**config.mk**
```make
export PLATFORM = sky130hd
export DESIGN_NAME = mouse_cursor_flat
export DESIGN_NICKNAME = d
export VERILOG_FILES = /design/src/rtl/mouse_cursor_if.sv /design/src/rtl/mouse_cursor.sv /design/src/flat_wrapper.sv
export SDC_FILE = /design/constraint.sdc
export NUM_CORES = 1
export LEC_CHECK = 0
export BUFFER_PORTS_ARGS = -buffer_cell sky130_fd_sc_hd__clkbuf_2
export CAP_MARGIN = 20
export CORE_AREA = 2 2 108 110
export DETAILED_ROUTE_END_ITERATION = 6
export DIE_AREA = 0 0 110 112
export HOLD_SLACK_MARGIN = 0.03
export PLACE_DENSITY = 0.54
export SYNTH_ARGS = -nofsm -noshare
export SYNTH_HDL_FRONTEND = slang
export SYNTH_SLANG_ARGS = --single-unit
```
**constraint.sdc**
```tcl
create_clock -name Clk -period 3.5 [get_ports Clk]
set_input_delay 0.175 -clock Clk [delete_from_list [all_inputs] [get_ports Clk]]
set_output_delay 0.175 -clock Clk [all_outputs]
set_load 0.05 [all_outputs]
```
**src/rtl/mouse_cursor_if.sv**
```systemverilog
// mouse_cursor_if: PS/2 byte stream in, cursor position and button state out
interface mouse_cursor_if;
    logic [7:0] byte_in;
    logic       byte_valid;
    logic [9:0] CursorX;
    logic [9:0] CursorY;
    logic       left_btn;
    logic       right_btn;
    logic       pkt_done;
    logic       sync_err;
    modport master(
        output byte_in, byte_valid,
        input  CursorX, CursorY, left_btn, right_btn, pkt_done, sync_err
    );
    modport slave(
        input  byte_in, byte_valid,
        output CursorX, CursorY, left_btn, right_btn, pkt_done, sync_err
    );
endinterface

```
**src/rtl/mouse_cursor.sv**
```systemverilog
// mouse_cursor: assembles 3-byte PS/2 mouse packets and moves a clamped cursor
module mouse_cursor #(
    parameter int X_MAX   = 639,
    parameter int Y_MAX   = 479,
    parameter int X_INIT  = 320,
    parameter int Y_INIT  = 240,
    parameter int TIMEOUT = 100000
) (
    input logic           Clk,
    input logic           Reset,
    mouse_cursor_if.slave bus
);
    localparam int CW = $clog2(TIMEOUT + 1);
    typedef enum logic [1:0] {B0, B1, B2, APPLY} state_t;
    state_t state, state_nxt;
    logic [CW-1:0] idle, idle_nxt;
    logic accept, timeout;
    // byte0 keeps only {yovf, xovf, ysign, xsign, right, left}
    logic [5:0] hdr;
    logic [7:0] dxb, dyb;
    logic signed [11:0] dx, dy, nx, ny;
    logic [9:0] cx, cy;
    logic lb, rb, pd, se;
    always_comb begin
        state_nxt = state;
        idle_nxt = '0;
        accept = 1'b0;
        timeout = 1'b0;
        case (state)
            B0: begin
                accept = bus.byte_valid && bus.byte_in[3];
                state_nxt = accept ? B1 : B0;
            end
            B1, B2: begin
                accept = bus.byte_valid;
                timeout = !accept && idle == CW'(TIMEOUT - 1);
                state_nxt = accept ? (state == B1 ? B2 : APPLY) : timeout ? B0 : state;
                idle_nxt = (accept || timeout) ? '0 : idle + 1'b1;
            end
            default: state_nxt = B0;
        endcase
    end
    assign dx = hdr[4] ? '0 : {{4{hdr[2]}}, dxb};
    assign dy = hdr[5] ? '0 : {{4{hdr[3]}}, dyb};
    assign nx = $signed({2'b00, cx}) + dx;
    assign ny = $signed({2'b00, cy}) - dy;
    always_ff @(posedge Clk) begin
        if (!Reset) begin
            state <= B0;
            idle <= '0;
            cx <= 10'(X_INIT);
            cy <= 10'(Y_INIT);
            lb <= 1'b0;
            rb <= 1'b0;
            pd <= 1'b0;
            se <= 1'b0;
        end else begin
            state <= state_nxt;
            idle <= idle_nxt;
            pd <= state == APPLY;
            se <= (state == B0 && bus.byte_valid && !bus.byte_in[3]) || timeout;
            if (state == APPLY) begin
                cx <= nx < 0 ? '0 : nx > X_MAX ? 10'(X_MAX) : nx[9:0];
                cy <= ny < 0 ? '0 : ny > Y_MAX ? 10'(Y_MAX) : ny[9:0];
                lb <= hdr[0];
                rb <= hdr[1];
            end
        end
    end
    always_ff @(posedge Clk) begin
        if (accept && state == B0) hdr <= {bus.byte_in[7:4], bus.byte_in[1:0]};
        if (accept && state == B1) dxb <= bus.byte_in;
        if (accept && state == B2) dyb <= bus.byte_in;
    end
    assign bus.CursorX = cx;
    assign bus.CursorY = cy;
    assign bus.left_btn = lb;
    assign bus.right_btn = rb;
    assign bus.pkt_done = pd;
    assign bus.sync_err = se;
endmodule
```
**src/flat_wrapper.sv**
```systemverilog
// flat-port wrapper written by rule: the top's interface ports become plain ports
module mouse_cursor_flat 
#(
    parameter int X_MAX   = 639,
    parameter int Y_MAX   = 479,
    parameter int X_INIT  = 320,
    parameter int Y_INIT  = 240,
    parameter int TIMEOUT = 100000
)
  (Clk, Reset, bus_byte_in, bus_byte_valid, bus_CursorX, bus_CursorY, bus_left_btn, bus_right_btn, bus_pkt_done, bus_sync_err);
  mouse_cursor_if bus_i ();
  input logic Clk;
  input logic Reset;
  input wire logic [$bits(bus_i.byte_in)-1:0] bus_byte_in;
  input wire logic [$bits(bus_i.byte_valid)-1:0] bus_byte_valid;
  output wire logic [$bits(bus_i.CursorX)-1:0] bus_CursorX;
  output wire logic [$bits(bus_i.CursorY)-1:0] bus_CursorY;
  output wire logic [$bits(bus_i.left_btn)-1:0] bus_left_btn;
  output wire logic [$bits(bus_i.right_btn)-1:0] bus_right_btn;
  output wire logic [$bits(bus_i.pkt_done)-1:0] bus_pkt_done;
  output wire logic [$bits(bus_i.sync_err)-1:0] bus_sync_err;
  assign bus_i.byte_in = bus_byte_in;
  assign bus_i.byte_valid = bus_byte_valid;
  assign bus_CursorX = bus_i.CursorX;
  assign bus_CursorY = bus_i.CursorY;
  assign bus_left_btn = bus_i.left_btn;
  assign bus_right_btn = bus_i.right_btn;
  assign bus_pkt_done = bus_i.pkt_done;
  assign bus_sync_err = bus_i.sync_err;
  mouse_cursor #(.X_MAX(X_MAX), .Y_MAX(Y_MAX), .X_INIT(X_INIT), .Y_INIT(Y_INIT), .TIMEOUT(TIMEOUT)) u_core (.Clk(Clk), .Reset(Reset), .bus(bus_i));
endmodule
```
==> impl_metrics.ini <==
[synth]
synth_nets = 448
synth_edf_count = 22
syn_avg_cell_area_um2 = 9.36
synth-main-ff-cell = dfxtp_1
ys_seq_area_share_pct = 39.9
ys_warn_count = 0
syn_area_mm2 = 0.00381
synth_seq_cells = 65
synth_top_area_cell = dfxtp_1
synth.distinct_cells = 59
synth_top_area_share_pct = 22.6
synthCells = 407
yosys-top-cells-area = dfxtp_1 (23%), edfxtp_1 (17%), ha_1 (9.2%)
synthArstFlopShare_pct = 0

[drt]
route.final.wire_length_mm = 8.44
num_vias = 2964
drc_errors = 0
drt_iter0_drc = 131
ant_nets = 0
via_per_inst = 4.98
drt-pass1-iter-count = 4
wl_per_cell_um = 14.2

[setup_path]
cp-end-kind = flip-flop
cp-startpoint = u_core.hdr[4]$_DFFE_PP_
critPathKind = reg2reg
cp-start-kind = flip-flop
crit_end = u_core.bus.CursorX[7]$_SDFFE_PN0P_
cp.arrival_ns = 3.23
timing.rr.start = u_core.hdr[4]$_DFFE_PP_
crit_fanout = 9
reg2regPathDepth = 10
rr_endpoint = u_core.bus.CursorX[7]$_SDFFE_PN0P_
r2r_slack_ns = 0.48
required_ns = 3.71

[floorplan]
pin_count = 35
die_h_um = 112
core-area_mm2 = 0.0112
initial_core_util_pct = 34.1
die_w_um = 110
rows = 39
die_area_mm2 = 0.0123

[placement]
place_congestion = 0.892
port_buffers = 34
place_inst = 578
dpl.hpwl_mm = 6.51

[timing]
slew_headroom_pct = 51.1
fin_worst_skew_ns = 0.00764
setup_viol = 0
slew_violations = 0
report.final.hold_viol_count = 0
tightest_slew_ns = 0.712
fin_crit_sh_pct = 86.3
fmax_mhz = 331
grt_setup_unrepaired = no
min_period_ns = 3.02
fin_hold_ws_ns = 0.0684
finalSetupTns_ns = 0

[power]
p_leak_uw = 0.00177
irDropWorstVdd_mv = 0.252
swShare_pct = 24.0
power_density_mw_per_mm2 = 419
pwr-share-comb_pct = 10.2
pwr-share-clk_pct = 46.9
power_frac_seq_pct = 42.9
total_power_uw = 1860
p_int_uw = 1410
netSwitchingPower_uw = 446

[clock_network]
cts_root_buffer = clkbuf_16
cts_resized = 0
cts_tree = done
postCtsSetupBuffers = 0
cts_buffer_depth = 2
cts.sinks = 65
cts_buffers = 9
path_clk_slew_ns = 0.06
insertion_delay_ns = 0.32
cts_hold_buffers = 0
cts_max_level = 3

[run]
cap_viol_max_count = 0

[grt]
grt_max_degree = 18
grt_pass1_wl_mm = 13.9
antenna_found_initial = 0
gr-total-overflow = 0
grt_pass1_vias = 2911
groute.usage.overall_pct = 14.4

[layout]
diodes = 0
multi_input_area_mm2 = 0.00218
final_nets = 488
utilization_pct = 39.7
layout-drive-gt1-share_pct = 15.0
fillers = 1120
area.sequential_mm2 = 0.00152
syn2layout_area_growth_pct = 16.4
stdcell_count = 595

[worst_hold_path]
hold_path.class = in2reg

[run_status]
status = complete, no violations
[layer usage]
metal  GRT usage, %  part of all wire [%]  vias up
met5              0                     0        -
li1               -                     -     1537
met1           18.5                    46     1368
met3           3.63                   4.2       11
met4           5.40                   1.5        0
met2           23.3                    48       48
[cells in the final DEF, fill, tap and decap left out, types with 7 or more instances in the layout]
| cell type | count |
|---|---|
| nor2_1 | 44 |
| nand2_1 | 43 |
| dfxtp_1 | 43 |
| clkbuf_2 | 34 |
| ha_1 | 28 |
| edfxtp_1 | 22 |
| inv_1 | 19 |
| a21oi_1 | 16 |
| nor2b_1 | 15 |
| xnor2_1 | 15 |
| xor2_1 | 13 |
| nand2b_1 | 10 |
| o21ai_0 | 9 |
| clkbuf_16 | 9 |
| nand3_1 | 8 |
| nor3_1 | 7 |
| o21ai_1 | 7 |
[power groups by stage]
stage	logic, µW	registers (µW)	clock network (µW)
3_5_place_dp	188	814	0
4_1_cts	189	798	904
5_1_grt	213	799	939
2_1_floorplan	137	819	0
3_3_place_gp	188	814	0
6_report	190	798	871
[flip-flops by register name, summed over array words and instances (netlist names)]
name and cells:
u_core.idle 17, u_core.bus.left_btn 1, u_core.hdr 6, u_core.bus.CursorX 10, u_core.dyb 8, u_core.bus.pkt_done 1, u_core.bus.CursorY 10, u_core.state 2
u_core.bus.sync_err 1, u_core.dxb 8, u_core.bus.right_btn 1
[layout make-up]
class / count / area share, %
Clock inverter: 7 / 1.58
Inverter: 20 / 1.69
Multi-Input combinational cell: 315 / 49.1
Tap cell: 143 / 4.04
Sequential cell: 65 / 34.3
Clock buffer: 9 / 5.08
Timing Repair Buffer: 36 / 4.18
[stage by stage]
stage / worst slack (ns) / area [µm²]
final: 0.480 / 4430
after global routing: 0.260 / 4430
after CTS: 0.478 / 4430
after detailed placement: 0.492 / 4130
after global placement: 0.551 / 4130
after floorplan: 0.736 / 3810
[worst min-delay path by stage]
stage | from | endpoint | slack [ns] | cells past startpoint
6_report | bus_byte_in[2] | u_core.dxb[2]$_DFFE_PP_ | 0.07 | 1
5_1_grt | bus_byte_in[2] | u_core.dxb[2]$_DFFE_PP_ | 0.05 | 1
4_1_cts | bus_byte_in[2] | u_core.dxb[2]$_DFFE_PP_ | 0.06 | 1
3_5_place_dp | bus_byte_in[2] | u_core.dxb[2]$_DFFE_PP_ | 0.40 | 1
3_3_place_gp | bus_byte_in[0] | u_core.dxb[0]$_DFFE_PP_ | 0.40 | 1
2_1_floorplan | bus_byte_in[0] | u_core.dxb[0]$_DFFE_PP_ | 0.27 | 0
[critical path: stages, from the launching register on]
cell      delay [ns]
edfxtp_1        0.50
nor2b_1         0.16
ha_1            0.17
inv_1           0.06
fa_1            0.37
nand2b_1        0.19
a21oi_1         0.35
o31ai_4         0.14
mux2i_1         0.58
nor2b_1         0.10
a32o_1          0.28
[synth_stat cells (9+ instances only)]
| cell | instances |
|---|---|
| o21ai_0 | 9 |
| nand2b_1 | 10 |
| inv_1 | 19 |
| a21oi_1 | 16 |
| xor2_1 | 13 |
| nand2_1 | 43 |
| ha_1 | 28 |
| xnor2_1 | 15 |
| nor2b_1 | 15 |
| dfxtp_1 | 43 |
| nor2_1 | 44 |
| edfxtp_1 | 22 |
[kinds of logic after synthesis]
logic type      Yosys count  share of synthesized area (%)
xor+xnor                 28                           6.44
buf+inv                  27                           2.92
compound gates           89                           17.2
fa+ha+maj                30                           10.2
flops                    65                           39.9
mux                       6                           1.74
simple gates            162                           21.5
Note: power is estimated with default switching activity, not from simulation.
